<file path="src/rtl/video_timing_monitor.sv">
// Passive receive-side checker for the parallel video bus.
// Recovers pixel coordinates, measures geometry and tracks lock.
module video_timing_monitor #(
  parameter int HDISP       = 800,
  parameter int VDISP       = 480,
  parameter int HTOTAL      = 928,
  parameter int VTOTAL      = 525,
  parameter int LOCK_FRAMES = 2,
  localparam int XW = $clog2(HDISP),
  localparam int YW = $clog2(VDISP)
) (
  input  logic          pixel_clk,
  input  logic          pixel_rst,
  input  logic          hs,
  input  logic          vs,
  input  logic          blank,
  input  logic [23:0]   rgb,
  input  logic          err_clr,
  output logic          pix_valid,
  output logic [XW-1:0] x,
  output logic [YW-1:0] y,
  output logic [23:0]   pix_rgb,
  output logic [11:0]   meas_htotal,
  output logic [11:0]   meas_hact,
  output logic [11:0]   meas_vtotal,
  output logic [11:0]   meas_vact,
  output logic [31:0]   frame_sum,
  output logic          frame_done,
  output logic          locked,
  output logic [3:0]    err
);

  typedef enum logic [1:0] {
    SEARCH,
    ACQUIRE,
    LOCKED
  } state_t;

  state_t      r_state, w_state_nx;
  logic        r_hs, r_vs, r_blank, r_hs_d, r_vs_d;
  logic [23:0] r_rgb;
  logic [11:0] r_clk_cnt, r_act_cnt, r_line_cnt, r_vact_cnt;
  logic [31:0] r_sum_acc;
  logic [3:0]  r_good, w_good_nx;
  logic        r_line_bad;

  logic        w_line_end, w_frame_end, w_pv, w_search, w_tmo;
  logic [11:0] w_clk_inc, w_act_inc, w_line_nx, w_vact_nx;
  logic [31:0] w_sum_nx;
  logic        w_e_ht, w_e_ha, w_e_vt, w_e_va, w_e_to;
  logic        w_line_err, w_frame_err, w_done;
  logic [3:0]  w_err_set;

  assign w_line_end  = r_hs_d & ~r_hs;
  assign w_frame_end = r_vs_d & ~r_vs;

  // The line-end cycle itself is counted as the last cycle of the old line
  assign w_clk_inc = (r_clk_cnt == 12'hFFF) ? r_clk_cnt : r_clk_cnt + 12'd1;
  assign w_act_inc = (r_blank && r_act_cnt != 12'hFFF) ?
                     r_act_cnt + 12'd1 : r_act_cnt;
  assign w_line_nx = (w_line_end && r_line_cnt != 12'hFFF) ?
                     r_line_cnt + 12'd1 : r_line_cnt;
  assign w_vact_nx = (w_line_end && w_act_inc != 12'd0 &&
                      r_vact_cnt != 12'hFFF) ?
                     r_vact_cnt + 12'd1 : r_vact_cnt;

  assign w_pv = r_blank && (r_act_cnt < 12'(HDISP)) &&
                (r_vact_cnt < 12'(VDISP));
  assign w_sum_nx = r_sum_acc + (w_pv ? {8'd0, r_rgb} : 32'd0);

  assign w_search = (r_state == SEARCH);
  assign w_tmo    = !w_line_end && (r_clk_cnt == 12'd4094);

  assign w_e_ht = w_line_end && !w_search && (w_clk_inc != 12'(HTOTAL));
  assign w_e_ha = w_line_end && !w_search && (w_act_inc != 12'd0) &&
                  (w_act_inc != 12'(HDISP));
  assign w_e_vt = w_frame_end && !w_search && (w_line_nx != 12'(VTOTAL));
  assign w_e_va = w_frame_end && !w_search && (w_vact_nx != 12'(VDISP));
  assign w_e_to = w_tmo && !w_search;

  assign w_line_err  = w_e_ht | w_e_ha;
  assign w_frame_err = w_e_vt | w_e_va;
  assign w_err_set   = {w_e_va | w_e_to, w_e_vt, w_e_ha, w_e_ht};

  assign locked = (r_state == LOCKED);

  always_comb begin
    w_state_nx = r_state;
    w_good_nx  = r_good;
    w_done     = 1'b0;
    unique case (r_state)
      SEARCH: begin
        w_good_nx = 4'd0;
        if (w_frame_end) w_state_nx = ACQUIRE;
      end
      ACQUIRE: begin
        if (w_tmo) begin
          w_state_nx = SEARCH;
          w_good_nx  = 4'd0;
        end else if (w_frame_end) begin
          w_done = 1'b1;
          if (r_line_bad || w_line_err || w_frame_err) begin
            w_good_nx = 4'd0;
          end else if (r_good + 4'd1 == 4'(LOCK_FRAMES)) begin
            w_good_nx  = 4'd0;
            w_state_nx = LOCKED;
          end else begin
            w_good_nx = r_good + 4'd1;
          end
        end
      end
      LOCKED: begin
        w_done = w_frame_end;
        if (w_line_err || w_frame_err || w_tmo) begin
          w_state_nx = SEARCH;
          w_good_nx  = 4'd0;
        end
      end
      default: begin
        w_state_nx = SEARCH;
        w_good_nx  = 4'd0;
      end
    endcase
  end

  always_ff @(posedge pixel_clk or posedge pixel_rst) begin
    if (pixel_rst) begin
      r_hs        <= 1'b1;
      r_vs        <= 1'b1;
      r_hs_d      <= 1'b1;
      r_vs_d      <= 1'b1;
      r_blank     <= 1'b0;
      r_rgb       <= '0;
      r_clk_cnt   <= '0;
      r_act_cnt   <= '0;
      r_line_cnt  <= '0;
      r_vact_cnt  <= '0;
      r_sum_acc   <= '0;
      r_state     <= SEARCH;
      r_good      <= '0;
      r_line_bad  <= 1'b0;
      pix_valid   <= 1'b0;
      x           <= '0;
      y           <= '0;
      pix_rgb     <= '0;
      meas_htotal <= '0;
      meas_hact   <= '0;
      meas_vtotal <= '0;
      meas_vact   <= '0;
      frame_sum   <= '0;
      frame_done  <= 1'b0;
      err         <= '0;
    end else begin
      r_hs       <= hs;
      r_vs       <= vs;
      r_hs_d     <= r_hs;
      r_vs_d     <= r_vs;
      r_blank    <= blank;
      r_rgb      <= rgb;
      r_clk_cnt  <= w_line_end ? 12'd0 : w_clk_inc;
      r_act_cnt  <= w_line_end ? 12'd0 : w_act_inc;
      r_line_cnt <= w_frame_end ? 12'd0 : w_line_nx;
      r_vact_cnt <= w_frame_end ? 12'd0 : w_vact_nx;
      r_sum_acc  <= w_frame_end ? 32'd0 : w_sum_nx;
      if (w_line_end) begin
        meas_htotal <= w_clk_inc;
        meas_hact   <= w_act_inc;
      end
      if (w_frame_end) begin
        meas_vtotal <= w_line_nx;
        meas_vact   <= w_vact_nx;
        frame_sum   <= w_sum_nx;
      end
      pix_valid <= w_pv;
      pix_rgb   <= r_rgb;
      if (w_pv) begin
        x <= r_act_cnt[XW-1:0];
        y <= r_vact_cnt[YW-1:0];
      end
      r_state    <= w_state_nx;
      r_good     <= w_good_nx;
      r_line_bad <= (w_frame_end || w_search) ? 1'b0 :
                    (r_line_bad | w_line_err);
      frame_done <= w_done;
      err        <= (err & {4{~err_clr}}) | w_err_set;
    end
  end

endmodule

</file>
<file path="config.mk">
export PLATFORM = sky130hd
export DESIGN_NAME = video_timing_monitor
export DESIGN_NICKNAME = d
export VERILOG_FILES = /design/src/rtl/video_timing_monitor.sv
export SDC_FILE = /design/constraint.sdc
export NUM_CORES = 1
export LEC_CHECK = 0
export CAP_MARGIN = 20
export CORE_AREA = 2 2 170 172
export DETAILED_ROUTE_END_ITERATION = 7
export DIE_AREA = 0 0 172 174
export GPL_TIMING_DRIVEN = 1
export HOLD_SLACK_MARGIN = 0.05
export PLACE_DENSITY = 0.67
export RECOVER_POWER = 50
export SLEW_MARGIN = 20
export SYNTH_ARGS = -nofsm -noshare
export SYNTH_HDL_FRONTEND = slang
export SYNTH_SLANG_ARGS = --single-unit
</file>
<file path="constraint.sdc">
create_clock -name pixel_clk -period 9.9 [get_ports pixel_clk]
set_clock_uncertainty 0.15 [all_clocks]
set_input_delay 1.98 -clock pixel_clk [delete_from_list [all_inputs] [get_ports pixel_clk]]
set_output_delay 1.98 -clock pixel_clk [all_outputs]
set_load 0.02 [all_outputs]
</file>
==> flow_summary.toml <==
[route]
viasPerCell = 5.10
drt-initial-drc-count = 462
ant_nets = 0
drtPass1Iterations = 5
drc = 0
wl_per_cell_um = 15.9
wl_um = 26000
dr_total_vias = 8302

[placement]
place_area_um2 = 13100
portBuffers = 159
hpwl_um = 17900
gp_congestion = 0.862

[cts]
cts_hold_buf = 0
clock-sinks = 245
clkTransAtPathRegs_ps = 60
cts_resized = 0
h-tree-depth = 1
cts_buffers = 27
cts_tree = "built"
cts_buffer_depth = 3
post-cts-setup-buffers = 0
cts_root_buffer = "clkbuf_16"
clkLatencyLatePin_ps = 530

[worst_setup_path]
worst_ep_required_time_ps = 10010
crit_type = "reg -> reg"
r2r-start = "r_act_cnt[7]"
rr_worst_depth = 18
arrival_ps = 6990
end_kind = "register"
critPathMaxFanout = 43
worst-r2r-setup-slack_ps = 3020
r2r_end = "frame_sum[28]"
cp-start-kind = "register"

[global_routing]
grt_usage_pct = 17.5
grt_pass1_wl_um = 42600
antenna_found_initial = 0
grt_pass1_vias = 8139
grt_overflow = 0
grt_max_degree = 107

[logic_synthesis]
yosysUniqueCellTypes = 71
synth_edf_count = 0
synthArstFlopShare_pct = 100
synth-main-ff-cell = "dfrtp_1"
synth_area_um2 = 11100
synth_warnings = 0
synth.avg_cell_area_um2 = 10.3
syn-num-nets = 1145
ys_seq_area_share_pct = 55.2
synth_seq_cells = 245
syn_inst = 1080

[die]
core_area_um2 = 28200
io_pins = 160
core.rowCount = 62
die_h_um = 174
die_area_um2 = 29900
die_w_um = 172
start_util_pct = 39.4

[outcome]
violations = "capacitance limit, slew limit"
status = "finished with violations"

[timing]
final-hold-violation-count = 0
fin_crit_sh_pct = 69.5
max_freq_mhz = 145
slew_headroom_pct = -215
fin_crit_ps = 6880
grt_setup_unrepaired = "no"
tightest_slew_ps = 4700
tns_ps = 0
setup_viol = 0
slew_viol_final = 343

[power]
vdd_drop_max_v = 0.000116
power.density_nw_per_um2 = 225
leakagePower_uw = 0.00612

[min_path]
min_path_cells = 0
whs_endpoint = "pix_rgb[13]"
hp-class = "reg -> reg"
hold_start = "r_rgb[13]"

[final_layout]
nFillCells = 2695
final_nets = 1289
syn2layout_area_growth_pct = 24.8
final_common_cell = "dfrtp_1"
n_antenna_cell = 0
fin_area_um2 = 13900
most-common-layout-cells = "241 x dfrtp_1, 125 x nand2_1, 113 x o21ai_0"
drive_above_1_share_pct = 6.75

[job]
drv_cap = 5
==> kinds of logic (layout without fill, tap and decap cells) <==
kind of cell / count (synthesis) / after routing / share of synthesized area, %
and+or+nand+nor: 416 / 416 / 18.7
DFF: 245 / 245 / 55.2
AOI/OAI and AO/OA: 218 / 218 / 12.1
buffers and inverters: 84 / 249 / 3.04
xor gates and xnor gates: 52 / 52 / 4.09
adders and majority gates: 35 / 35 / 4.00
muxes: 30 / 30 / 2.91
==> metal layers <==
layer	track usage [%]	wire (um)	vias up
li1	-	-	4048
met1	24.6	12100	4056
met2	28.2	12200	153
met3	2.28	1040	45
met4	5.08	662	0
met5	0	0	-
==> critical path: stages, from the launching register on <==
cell and delay [ps]:
dfrtp_1 470, o311ai_0 440, nand3_1 190, a21oi_4 150, clkbuf_1 1520, nand2_1 290
fa_1 530, nor2b_1 130, o21ai_0 110, a21boi_0 180, o21ai_0 110, o21ai_0 340
a311oi_1 200, o21ai_0 410, a41o_1 300, a41oi_1 220, a2111oi_0 570, xnor2_1 200
o21ai_0 100
==> cell type report <==
| class | instances | area (um2) | share of cell area (%) |
|---|---|---|---|
| multi-input combinational | 751 | 4630 | 33.4 |
| timing repair buffer | 166 | 1630 | 11.7 |
| inverter | 33 | 125 | 0.901 |
| sequential | 245 | 6140 | 44.2 |
| clock buffer | 42 | 792 | 5.71 |
| clock inverter | 8 | 83.8 | 0.604 |
| tap | 384 | 480 | 3.46 |
==> worst max path at each step <==
stage	cells after the start	start	end
floorplan	1	pixel_rst	err[0]
global placement	18	r_act_cnt[7]	frame_sum[28]
detailed placement	18	r_act_cnt[7]	frame_sum[28]
CTS	18	r_act_cnt[7]	frame_sum[28]
global route	19	r_act_cnt[7]	frame_sum[31]
finish	18	r_act_cnt[7]	frame_sum[28]
==> cell usage after synthesis (13+ instances only) <==
cell type    n  area, um2
and2_1      32        200
o21ai_0    112        561
nor2_1     106        398
inv_1       33        124
dfrtp_1    241       6030
xnor2_1     31        272
nor3_1      19       95.1
ha_1        34        425
nand4_1     25        156
nand2b_1    13       81.3
xor2_1      21        184
mux2_2      19        214
nand2_1    125        469
a21oi_1     34        170
clkbuf_1    39        146
nand3_1     32        160
==> sequential cells by signal, summed over array words and instances, names as in the netlist, 24 cells and up <==
name       cells
pix_rgb       24
frame_sum     32
r_rgb         24
r_sum_acc     32
==> power breakdown <==
group,switching [uW],leakage (uW),internal [uW],total [uW]
combinational,498,0.00251,369,867
clock,402,0.000418,577,979
sequential,109,0.00318,1170,1280
==> per-stage QoR <==
step	utilization (%)	power (uW)	setup WS, ps	hold slack, ps	std cells
2_1_floorplan	-	1840	1050	196	1080
3_3_place_gp	46.3	2150	4570	206	1579
3_5_place_dp	46.3	2180	4400	213	1579
4_1_cts	49.4	3170	4360	221	1629
5_1_grt	49.2	3310	2260	228	1629
6_report	49.2	3120	3020	222	1629
(Power assumes the default switching activity.)
